### src/rtl/dma_utils_pkg.sv
// Shared DMA types: AXI read request/response, burst mode, streamer state
// and the 4 KB page constant. The request struct is sized for the widest
// supported configuration (64-bit address, 256-bit data); narrower
// instances zero-extend into it.
package dma_utils_pkg;

  localparam int DMA_AXI_ADDR_W = 64;
  localparam int DMA_AXI_STRB_W = 32;
  localparam int DMA_4KB        = 4096;

  typedef enum logic {
    DMA_MODE_INCR  = 1'b0,
    DMA_MODE_FIXED = 1'b1
  } dma_mode_t;

  typedef enum logic [1:0] {
    ST_IDLE = 2'd0,
    ST_CALC = 2'd1,
    ST_REQ  = 2'd2,
    ST_DONE = 2'd3
  } dma_rd_state_t;

  typedef struct packed {
    logic                      valid;
    logic [DMA_AXI_ADDR_W-1:0] addr;
    logic [7:0]                alen;
    logic [2:0]                size;
    logic [DMA_AXI_STRB_W-1:0] strb;
    dma_mode_t                 mode;
  } s_dma_axi_req_t;

  typedef struct packed {
    logic ready;
  } s_dma_axi_resp_t;

endpackage

### src/rtl/dma_rd_streamer_if.sv
// Read-request channel between the streamer (master) and the DMA AXI
// interface (slave).
interface dma_rd_streamer_if;
  import dma_utils_pkg::*;

  s_dma_axi_req_t  dma_axi_rd_req_o;
  s_dma_axi_resp_t dma_axi_rd_resp_i;

  modport master (output dma_axi_rd_req_o, input dma_axi_rd_resp_i);
  modport slave  (input dma_axi_rd_req_o, output dma_axi_rd_resp_i);

endinterface

### src/rtl/dma_burst_calc.sv
// Combinational burst sizing: given the current address, remaining bytes
// and mode, picks either a single-beat partial burst (unaligned head or
// short tail) or the longest legal full-strobe body burst.
module dma_burst_calc
  import dma_utils_pkg::*;
#(
  parameter int ADDR_WIDTH = 32,
  parameter int DATA_WIDTH = 32,
  parameter int MAX_BEATS  = 256
) (
  input  logic [ADDR_WIDTH-1:0]     addr,
  input  logic [31:0]               rem,
  input  dma_mode_t                 mode,
  output logic [7:0]                alen,
  output logic [DMA_AXI_STRB_W-1:0] strb,
  output logic [31:0]               nb
);

  localparam int              BPB       = DATA_WIDTH / 8;
  localparam int              SIZE      = $clog2(BPB);
  localparam logic [31:0]     BPB_U     = 32'(BPB);
  localparam logic [63:0]     FULL_MASK = (64'd1 << BPB) - 64'd1;

  logic [31:0] off;
  logic [31:0] head_nb;
  logic [63:0] head_mask;
  logic [31:0] beats;
  logic [31:0] page_beats;

  // Size the next burst; body bursts never cross a 4 KB page in INCR
  always_comb begin
    off        = 32'(addr & ADDR_WIDTH'(BPB - 1));
    page_beats = (32'(DMA_4KB) - (32'(addr) & 32'(DMA_4KB - 1))) >> SIZE;
    head_nb    = BPB_U - off;
    if (rem < head_nb) head_nb = rem;
    head_mask  = ((64'd1 << head_nb) - 64'd1) << off;
    beats      = rem >> SIZE;
    if (mode == DMA_MODE_FIXED) begin
      if (beats > 32'd16) beats = 32'd16;
    end else begin
      if (beats > 32'(MAX_BEATS)) beats = 32'(MAX_BEATS);
      if (beats > page_beats) beats = page_beats;
    end
    alen = '0;
    strb = '0;
    nb   = '0;
    if (off != 32'd0 || rem < BPB_U) begin
      alen = 8'd0;
      strb = DMA_AXI_STRB_W'(head_mask);
      nb   = head_nb;
    end else begin
      alen = 8'(beats - 32'd1);
      strb = DMA_AXI_STRB_W'(FULL_MASK);
      nb   = beats << SIZE;
    end
  end

endmodule

### src/rtl/dma_rd_streamer.sv
// Read-side burst sequencer: splits a descriptor into AXI4 read bursts and
// issues them one at a time. Optional burst counter enabled by the macro
// DMA_RD_STREAMER_STATS_EN (adds output burst_cnt_o).
module dma_rd_streamer
  import dma_utils_pkg::*;
#(
  parameter int ADDR_WIDTH = 32,
  parameter int DATA_WIDTH = 32,
  parameter int MAX_BEATS  = 256
) (
  input  logic                  clk,
  input  logic                  rst,
  input  logic                  dma_go_i,
  input  logic                  dma_abort_i,
  input  logic [ADDR_WIDTH-1:0] desc_addr_i,
  input  logic [31:0]           desc_bytes_i,
  input  dma_mode_t             desc_mode_i,
  dma_rd_streamer_if.master     axi,
`ifdef DMA_RD_STREAMER_STATS_EN
  output logic [15:0]           burst_cnt_o,
`endif
  output logic                  busy_o,
  output logic                  done_o
);

  localparam int                    SIZE     = $clog2(DATA_WIDTH / 8);
  localparam logic [ADDR_WIDTH-1:0] OFF_MASK = ADDR_WIDTH'(DATA_WIDTH / 8 - 1);

  dma_rd_state_t             state;
  logic [ADDR_WIDTH-1:0]     cur_addr_ff;
  logic [31:0]               rem_ff;
  dma_mode_t                 mode_ff;
  logic                      abort_ff;
  logic [31:0]               nb_ff;
  logic [ADDR_WIDTH-1:0]     req_addr_ff;
  logic [7:0]                req_alen_ff;
  logic [2:0]                req_size_ff;
  logic [DMA_AXI_STRB_W-1:0] req_strb_ff;
  logic [7:0]                calc_alen;
  logic [DMA_AXI_STRB_W-1:0] calc_strb;
  logic [31:0]               calc_nb;
  logic                      hs;
  s_dma_axi_req_t            req;

  dma_burst_calc #(
    .ADDR_WIDTH (ADDR_WIDTH),
    .DATA_WIDTH (DATA_WIDTH),
    .MAX_BEATS  (MAX_BEATS)
  ) u_calc (
    .addr (cur_addr_ff),
    .rem  (rem_ff),
    .mode (mode_ff),
    .alen (calc_alen),
    .strb (calc_strb),
    .nb   (calc_nb)
  );

  assign hs     = (state == ST_REQ) && axi.dma_axi_rd_resp_i.ready;
  assign busy_o = (state != ST_IDLE);
  assign done_o = (state == ST_DONE);

  // Request bus: valid decoded from state, fields from burst registers
  always_comb begin
    req       = '0;
    req.valid = (state == ST_REQ);
    req.addr  = DMA_AXI_ADDR_W'(req_addr_ff);
    req.alen  = req_alen_ff;
    req.size  = req_size_ff;
    req.strb  = req_strb_ff;
    req.mode  = mode_ff;
  end

  assign axi.dma_axi_rd_req_o = req;

  // Sequencer FSM: latch descriptor, size a burst, hold it until accepted
  always_ff @(posedge clk) begin
    if (rst) begin
      state       <= ST_IDLE;
      cur_addr_ff <= '0;
      rem_ff      <= '0;
      mode_ff     <= DMA_MODE_INCR;
      abort_ff    <= 1'b0;
      nb_ff       <= '0;
      req_addr_ff <= '0;
      req_alen_ff <= '0;
      req_size_ff <= '0;
      req_strb_ff <= '0;
    end else begin
      case (state)
        ST_IDLE: begin
          abort_ff <= 1'b0;
          if (dma_go_i) begin
            cur_addr_ff <= desc_addr_i;
            rem_ff      <= desc_bytes_i;
            mode_ff     <= desc_mode_i;
            state       <= (desc_bytes_i == 32'd0) ? ST_DONE : ST_CALC;
          end
        end
        ST_CALC: begin
          if (dma_abort_i) begin
            state <= ST_DONE;
          end else begin
            req_addr_ff <= cur_addr_ff & ~OFF_MASK;
            req_alen_ff <= calc_alen;
            req_size_ff <= 3'(SIZE);
            req_strb_ff <= calc_strb;
            nb_ff       <= calc_nb;
            state       <= ST_REQ;
          end
        end
        ST_REQ: begin
          if (hs) begin
            if (mode_ff == DMA_MODE_INCR) cur_addr_ff <= cur_addr_ff + ADDR_WIDTH'(nb_ff);
            rem_ff <= rem_ff - nb_ff;
            state  <= (rem_ff == nb_ff || abort_ff || dma_abort_i) ? ST_DONE : ST_CALC;
          end else if (dma_abort_i) begin
            abort_ff <= 1'b1;
          end
        end
        ST_DONE: state <= ST_IDLE;
        default: state <= ST_IDLE;
      endcase
    end
  end

`ifdef DMA_RD_STREAMER_STATS_EN
  function automatic logic [15:0] sat_inc16(input logic [15:0] v);
    return (v == 16'hFFFF) ? v : v + 16'd1;
  endfunction

  // Accepted-burst counter, restarted by each accepted start
  always_ff @(posedge clk) begin
    if (rst) begin
      burst_cnt_o <= '0;
    end else if (state == ST_IDLE && dma_go_i) begin
      burst_cnt_o <= '0;
    end else if (hs) begin
      burst_cnt_o <= sat_inc16(burst_cnt_o);
    end
  end
`endif

endmodule

### src/flat_wrapper.sv
// flat-port wrapper written by rule: the top's interface ports become plain ports
module dma_rd_streamer_flat import dma_utils_pkg::*;
#(
  parameter int ADDR_WIDTH = 32,
  parameter int DATA_WIDTH = 32,
  parameter int MAX_BEATS  = 256
)
  (clk, rst, dma_go_i, dma_abort_i, desc_addr_i, desc_bytes_i, desc_mode_i, busy_o, done_o, axi_dma_axi_rd_req_o, axi_dma_axi_rd_resp_i);
  dma_rd_streamer_if axi_i ();
  input  logic clk;
  input  logic rst;
  input  logic dma_go_i;
  input  logic dma_abort_i;
  input  logic [ADDR_WIDTH-1:0] desc_addr_i;
  input  logic [31:0] desc_bytes_i;
  input  dma_mode_t desc_mode_i;
  output logic busy_o;
  output logic done_o;
  output wire logic [$bits(axi_i.dma_axi_rd_req_o)-1:0] axi_dma_axi_rd_req_o;
  input wire logic [$bits(axi_i.dma_axi_rd_resp_i)-1:0] axi_dma_axi_rd_resp_i;
  assign axi_dma_axi_rd_req_o = axi_i.dma_axi_rd_req_o;
  assign axi_i.dma_axi_rd_resp_i = axi_dma_axi_rd_resp_i;
  dma_rd_streamer #(.ADDR_WIDTH(ADDR_WIDTH), .DATA_WIDTH(DATA_WIDTH), .MAX_BEATS(MAX_BEATS)) u_core (.clk(clk), .rst(rst), .dma_go_i(dma_go_i), .dma_abort_i(dma_abort_i), .desc_addr_i(desc_addr_i), .desc_bytes_i(desc_bytes_i), .desc_mode_i(desc_mode_i), .axi(axi_i), .busy_o(busy_o), .done_o(done_o));
endmodule
### config.mk
export PLATFORM = sky130hd
export DESIGN_NAME = dma_rd_streamer_flat
export DESIGN_NICKNAME = d
export VERILOG_FILES = /design/src/rtl/dma_utils_pkg.sv /design/src/rtl/dma_rd_streamer_if.sv /design/src/rtl/dma_burst_calc.sv /design/src/rtl/dma_rd_streamer.sv /design/src/flat_wrapper.sv
export SDC_FILE = /design/constraint.sdc
export NUM_CORES = 1
export LEC_CHECK = 0
export ABC_AREA = 1
export BUFFER_PORTS_ARGS = -buffer_cell sky130_fd_sc_hd__buf_2
export CORE_MARGIN = 5
export CORE_UTILIZATION = 50
export CTS_CLUSTER_SIZE = 40
export DETAILED_ROUTE_END_ITERATION = 10
export PLACE_DENSITY = 0.72
export SKIP_CTS_REPAIR_TIMING = 1
export SLEW_MARGIN = 0
export SYNTH_ARGS = -nofsm -noshare
export SYNTH_HDL_FRONTEND = slang
export SYNTH_SLANG_ARGS = --single-unit
### constraint.sdc
create_clock -name clk -period 4.6 [get_ports clk]
set_input_delay 0.23 -clock clk [delete_from_list [all_inputs] [get_ports clk]]
set_output_delay 0.23 -clock clk [all_outputs]
set_load 0.005 [all_outputs]
==> impl_metrics.ini, run 1 <==
[logic_synthesis]
post_synthesis_cell_area_um2 = 11630
synthesis.instances = 1755
ys.flop_type = dfxtp_1
ys_types = 52
synth-warning-count = 0
synth-edff-count = 0
ys_seq_area_share_pct = 29.42
ys_async_sr_fraction_pct = 0
synthesis_stage_register_bit_count = 171
synthesis.area_per_instance_um2 = 6.630

[worst_setup_path]
timing.critical_path.depth = 23
crit_buf_inv = 3
cp_slowest_cell = dfxtp_1
worst_path_largest_cell_delay_ns = 0.45
critical_path.max_fanout = 13
endpoint_type_of_the_worst_setup_path = register
path_common_cell = nand2_1
cp.required_ns = 4.91
setup.worst_path.class = register to register
cp_cell_sequence = clkinv_1 > ha_1 > inv_1 > nor3_2 > nand4_1 > nor4_1 > nand2_1 > or2_2 > ha_1 > and3_1 > nand3_1 > nand2_1 > o211ai_1 > nand2_1 > inv_1 > ha_1 > nand2_1 > nor2_1 > nand2_1 > nand2_1 > nand2_1 > nand2_1 > a21oi_1
crit_family = simple AND/OR/NAND/NOR gates
timing.critical_path.arrival_ns = 4.37
startpoint_class = register
reg2regPathDepth = 23

[pwr]
p_per_area_nw_per_um2 = 400.0
p_sw_share_pct = 42.20
switchingPower_uw = 2212
part_of_the_power_in_the_clock_network_pct = 28.9
power.internal_uw = 3031
part_of_the_total_power_dissipated_in_sequential_elements_pct = 33.1
power.combinational.fraction_pct = 38.0
power_leakage_uw = 0.006048
vdd.ir_drop.worst_v = 0.0002743

[routing]
wire_per_inst_um = 16.84
drc = 0
routed-via-count = 12040
drt_first_pass_iters = 6
wl_mm = 36.96
viasPerCell = 5.483
detailedRoute.firstIterationViolations = 921
antenna_violating_nets_post_route = 0

[sta]
achievable-frequency_ghz = 0.2462
fin_tns_setup_ns = 0
post-route-period-util_pct = 88.29
worst_slew_pin_slew_ns = 0.8896
timing.final.hold_violations = 0
timing.hold.ws_ns = 0.05427
unrepaired_setup_endpoints_after_global_routing = false
report.final.slew_viol_count = 0
fin_worst_skew_ns = 0.01861
setup_viol_count_final = 0
relative_slew_slack_pct = 40.61
final.min_clock_period_ns = 4.062

[finish]
most-common-layout-cells = nand2_1 (397), a21oi_1 (208), dfxtp_1 (171)
areaGrowthSynthToFinish_pct = 12.67
diodes = 0
multi_input_comb_area_um2 = 7209
final-seq-area_um2 = 3423
nets_finish = 2019
most_common_cell_after_layout_fill_and_taps_aside = nand2_1
layout.cell_area.non_filler_um2 = 13110
drive_gt1_share_pct = 12.49
fillers = 2269
final-instance-count-excl-fill = 2195

[die]
die-height_um = 162.5
floorplan.initialDensity_pct = 51.08
fp-row-count = 55
core_um2 = 22780
io_pins = 181
die_area_um2 = 26420
die_width_um = 162.5

[worst_hold_path]
worst_hold_path_type = input port to register
min_delay_path_depth = 3

[placed_design]
portBuffers = 144
place.detailed.instances = 2163
dpl_cell_area_um2 = 12490
place_congestion = 0.9484
hpwl_mm = 27.93

[clocking]
clock_buffers_created_by_tritoncts = 17
cts_root_buf = clkbuf_16
cts.htree.levels = 4
cts-root-to-sink-buffers = 2
clock_latency_on_the_worst_skew_pair_ns = 0.45
clk_pin_slew_worst_paths_ns = 0.08
tritoncts = yes
cts_num_sinks = 171

[global_routing]
grt_pass1_wl_mm = 58.57
groute.usage.overall_pct = 27.38
grt_overflow = 0
grt_antenna_before_repair = 0
grt_start_max_net_pins = 63
first_global_vias = 11390

[run_status]
outcome = completed

[job]
max_cap_viols = 0
-- sequential cells by signal, summed over array words and instances (netlist names) --
signal              count
u_core.nb_ff           32
u_core.cur_addr_ff     32
u_core.req_addr_ff     30
u_core.abort_ff         1
u_core.state            2
u_core.rem_ff          32
u_core.req_size_ff      1
u_core.req_strb_ff     32
u_core.mode_ff          1
u_core.req_alen_ff      8
-- metrics by stage --
stage | power (uW) | setup WS [ns] | utilization [%]
after floorplan | 3203 | 0.8307 | -
after global placement | 3697 | 0.6122 | 54.81
after detailed placement | 3716 | 0.4877 | 54.81
after CTS | 5231 | 0.4736 | 57.53
after global routing | 5601 | 0.08377 | 57.55
final | 5243 | 0.5385 | 57.55
-- worst paths after layout --
kind	to	startpoint	slack, ns
max	u_core.req_alen_ff[6]	u_core.cur_addr_ff[1]	0.54
min	u_core.cur_addr_ff[2]	desc_addr_i[2]	0.05
max reg2reg	u_core.req_alen_ff[6]	u_core.cur_addr_ff[1]	0.54
min reg2reg	u_core.req_strb_ff[10]	u_core.req_strb_ff[10]	0.46
-- cell usage after synthesis (4+ instances only) --
cell type | number | area [um2]
nor2_1 | 171 | 641.9
clkbuf_1 | 59 | 221.5
a21o_1 | 15 | 112.6
o22ai_1 | 4 | 25.02
inv_2 | 6 | 22.52
a211oi_1 | 7 | 52.55
o21a_1 | 8 | 60.06
o21bai_1 | 9 | 67.56
nand2_1 | 398 | 1494
a31oi_1 | 11 | 68.82
o21ai_0 | 115 | 575.6
a31o_2 | 4 | 35.03
dfxtp_1 | 171 | 3423
nor3_1 | 45 | 225.2
nand2_2 | 6 | 37.54
o211ai_1 | 15 | 112.6
nor4_1 | 17 | 106.4
buf_4 | 37 | 277.8
xnor2_1 | 10 | 87.58
a221oi_1 | 6 | 52.55
xor2_1 | 36 | 315.3
a21oi_1 | 208 | 1041
nand3_1 | 87 | 435.4
inv_1 | 158 | 593.1
a21oi_2 | 11 | 96.34
ha_1 | 78 | 975.9
nand4_1 | 17 | 106.4
-- layer usage --
layer / vias to the layer above / share of wire [%] / global-route usage (%)
met4: 0 / 3.3 / 10.60
li1: 6043 / - / -
met1: 5538 / 45 / 35.27
met5: - / 0 / 0
met3: 78 / 4.9 / 3.721
met2: 377 / 47 / 46.59
-- power groups by stage --
stage	Combinational [uW]	Sequential, uW	Clock [uW]
finish	1990	1730	1520
global route	2250	1750	1600
CTS	1970	1730	1530
detailed placement	1950	1770	0
global placement	1930	1760	0
floorplan	1490	1720	0
-- cell type report --
class                      instances  share of cell area, %
multi-input combinational       1353                  55.00
sequential                       171                  26.11
timing repair buffer             160                  6.433
inverter                         166                  4.753
clock buffer                      17                  3.245
tap                              313                  2.988
clock inverter                    15                  1.470
-- worst reg2reg max path, cell delays in order (launching register included) --
cell      delay, ns
dfxtp_1        0.45
clkinv_1       0.12
ha_1           0.26
inv_1          0.11
nor3_2         0.20
nand4_1        0.23
nor4_1         0.22
nand2_1        0.09
or2_2          0.30
ha_1           0.29
and3_1         0.20
nand3_1        0.16
nand2_1        0.17
o211ai_1       0.20
nand2_1        0.11
inv_1          0.12
ha_1           0.19
nand2_1        0.07
nor2_1         0.16
nand2_1        0.07
nand2_1        0.06
nand2_1        0.05
nand2_1        0.05
a21oi_1        0.05
-- kinds of logic after synthesis --
| kind of cell | after synthesis | synth area share, % |
|---|---|---|
| and+or+nand+nor | 759 | 27.50 |
| DFF | 171 | 29.42 |
| AOI/OAI and AO/OA | 430 | 20.92 |
| xor gates and xnor gates | 46 | 3.463 |
| other | 1 | 0.03223 |
| adders and majority gates | 80 | 8.732 |
| buffers and inverters | 268 | 9.937 |
No activity file was read; power rests on OpenSTA's default activity.
==> inputs of run 2 (changes only) <==
--- a/config.mk
+++ b/config.mk
@@ -7,11 +7,13 @@
 export LEC_CHECK = 0
 export ABC_AREA = 1
 export BUFFER_PORTS_ARGS = -buffer_cell sky130_fd_sc_hd__buf_2
+export CELL_PAD_IN_SITES_DETAIL_PLACEMENT = 0
+export CELL_PAD_IN_SITES_GLOBAL_PLACEMENT = 1
 export CORE_MARGIN = 5
-export CORE_UTILIZATION = 50
+export CORE_UTILIZATION = 41
 export CTS_CLUSTER_SIZE = 40
 export DETAILED_ROUTE_END_ITERATION = 10
-export PLACE_DENSITY = 0.72
+export PLACE_DENSITY_LB_ADDON = 0.1
 export SKIP_CTS_REPAIR_TIMING = 1
 export SLEW_MARGIN = 0
 export SYNTH_ARGS = -nofsm -noshare
==> impl_metrics.ini, run 2 (synthesis results as in run 1) <==
[sta]
fin_tns_setup_ns = 0
unrepaired_setup_endpoints_after_global_routing = false
worst_slew_pin_slew_ns = 0.9152
report.final.slew_viol_count = 0
final.min_clock_period_ns = 4.107
post-route-period-util_pct = 89.27
setup_viol_count_final = 0
relative_slew_slack_pct = 38.99
timing.final.hold_violations = 0
fin_worst_skew_ns = 0.01308
achievable-frequency_ghz = 0.2435

[run_status]
outcome = completed

[die]
die-height_um = 178.5
core_um2 = 27930
fp-row-count = 61
die_width_um = 178.5
io_pins = 181
die_area_um2 = 31850
floorplan.initialDensity_pct = 41.65

[worst_setup_path]
cp_slowest_cell = dfxtp_1
critical_path.max_fanout = 11
cp.required_ns = 4.89
timing.critical_path.arrival_ns = 4.40
worst_path_largest_cell_delay_ns = 0.32
endpoint_type_of_the_worst_setup_path = register
path_common_cell = nand2_1
cp_cell_sequence = clkinv_1 > ha_1 > inv_1 > nor3_1 > nand4_1 > nor4_1 > nand2_1 > or2_2 > ha_1 > and3_1 > nand3_1 > nand2_1 > o211ai_1 > nand2_1 > inv_1 > ha_1 > nand2_1 > nor2_1 > nand2_1 > nand2_1 > nand2_1 > nand2_1 > a21oi_1
startpoint_class = register
setup.worst_path.class = register to register

[placed_design]
place_congestion = 0.9194
portBuffers = 144
dpl_cell_area_um2 = 12580
hpwl_mm = 29.35

[clocking]
clock_latency_on_the_worst_skew_pair_ns = 0.44
cts_num_sinks = 171
cts.htree.levels = 4
clk_pin_slew_worst_paths_ns = 0.08
cts_root_buf = clkbuf_16
tritoncts = yes
clock_buffers_created_by_tritoncts = 17
cts-root-to-sink-buffers = 2

[worst_hold_path]
worst_hold_path_type = input port to register

[global_routing]
grt_antenna_before_repair = 0
groute.usage.overall_pct = 23.54
grt_pass1_wl_mm = 59.38
grt_start_max_net_pins = 156
grt_overflow = 0
first_global_vias = 11100

[finish]
layout.cell_area.non_filler_um2 = 13170
diodes = 0
drive_gt1_share_pct = 12.43
most_common_cell_after_layout_fill_and_taps_aside = nand2_1
nets_finish = 2019
fillers = 3003
most-common-layout-cells = nand2_1 (397), a21oi_1 (208), dfxtp_1 (171)
areaGrowthSynthToFinish_pct = 13.21

[routing]
drc = 0
viasPerCell = 5.185
routed-via-count = 11720
detailedRoute.firstIterationViolations = 671
wl_mm = 38.20
wire_per_inst_um = 16.90
antenna_violating_nets_post_route = 0
drt_first_pass_iters = 8

[pwr]
vdd.ir_drop.worst_v = 0.0001891
power_leakage_uw = 0.006032
p_per_area_nw_per_um2 = 393.9

[job]
max_cap_viols = 0
==> run 2: changes by cell type in the layout (fill, tap and decap cells not counted) <==
cell / delta
nor3_1: +1
clkinvlp_4: +3
clkinv_8: -3
nor3_2: -1
clkbuf_8: +1
buf_12: +1
inv_8: +1
inv_12: -1
buf_4: -1
clkinv_4: -2
inv_6: +1
==> run 2: where the power goes <==
part,internal [uW],switching [uW],total (uW)
clock,742,733,1470
combinational,685,1300,1980
sequential,1600,127,1730
total,3030,2160,5190
==> run 2: path summary, 6_finish.rpt <==
path	cells past startpoint	endpoint	startpoint	slack, ns
setup / recovery	23	u_core.req_alen_ff[6]	u_core.cur_addr_ff[0]	0.49
hold / removal	3	u_core.mode_ff	desc_mode_i	0.06
setup reg to reg	23	u_core.req_alen_ff[6]	u_core.cur_addr_ff[0]	0.49
hold reg to reg	2	u_core.req_addr_ff[17]	u_core.req_addr_ff[17]	0.46
==> run 2: layout make-up <==
| cell class | instances | area [um2] | share of cell area (%) |
|---|---|---|---|
| multi-input cells | 1353 | 7204 | 54.70 |
| well taps | 378 | 473.0 | 3.591 |
| clock buffers | 18 | 439.2 | 3.334 |
| repair buffers | 160 | 855.8 | 6.498 |
| clock inverters | 14 | 152.6 | 1.159 |
| inverters | 166 | 623.1 | 4.731 |
| flip-flops and latches | 171 | 3423 | 25.99 |
==> run 2: worst max-delay path: cells and delay by family, from the launching register on <==
family	cells	cell delay (ns)
AO/OA/AOI/OAI	2	0.29
adder cells (fa/ha/maj)	3	0.73
buffers and inverters	3	0.27
flip-flops	1	0.32
AND/OR/NAND/NOR	15	2.35
==> run 2: metal layers <==
metal | vias to the layer above | wire length, um | GRT usage [%]
li1 | 6054 | - | -
met1 | 5363 | 17610 | 31.21
met2 | 256 | 18270 | 40.52
met3 | 46 | 1492 | 2.734
met4 | 0 | 828 | 6.364
met5 | - | 0 | 0
==> run 2: per-stage QoR <==
step	cells	util [%]	total power (uW)	hold slack [ns]	setup WS [ns]
detailed placement	2228	45.03	3743	0.4509	0.5065
global placement	2228	45.03	3745	0.4428	0.5290
CTS	2260	47.15	5232	0.04945	0.4925
floorplan	1792	-	3203	0.3904	0.8307
finish	2260	47.15	5188	0.06359	0.4935
global route	2260	47.15	5583	0.06913	0.02087
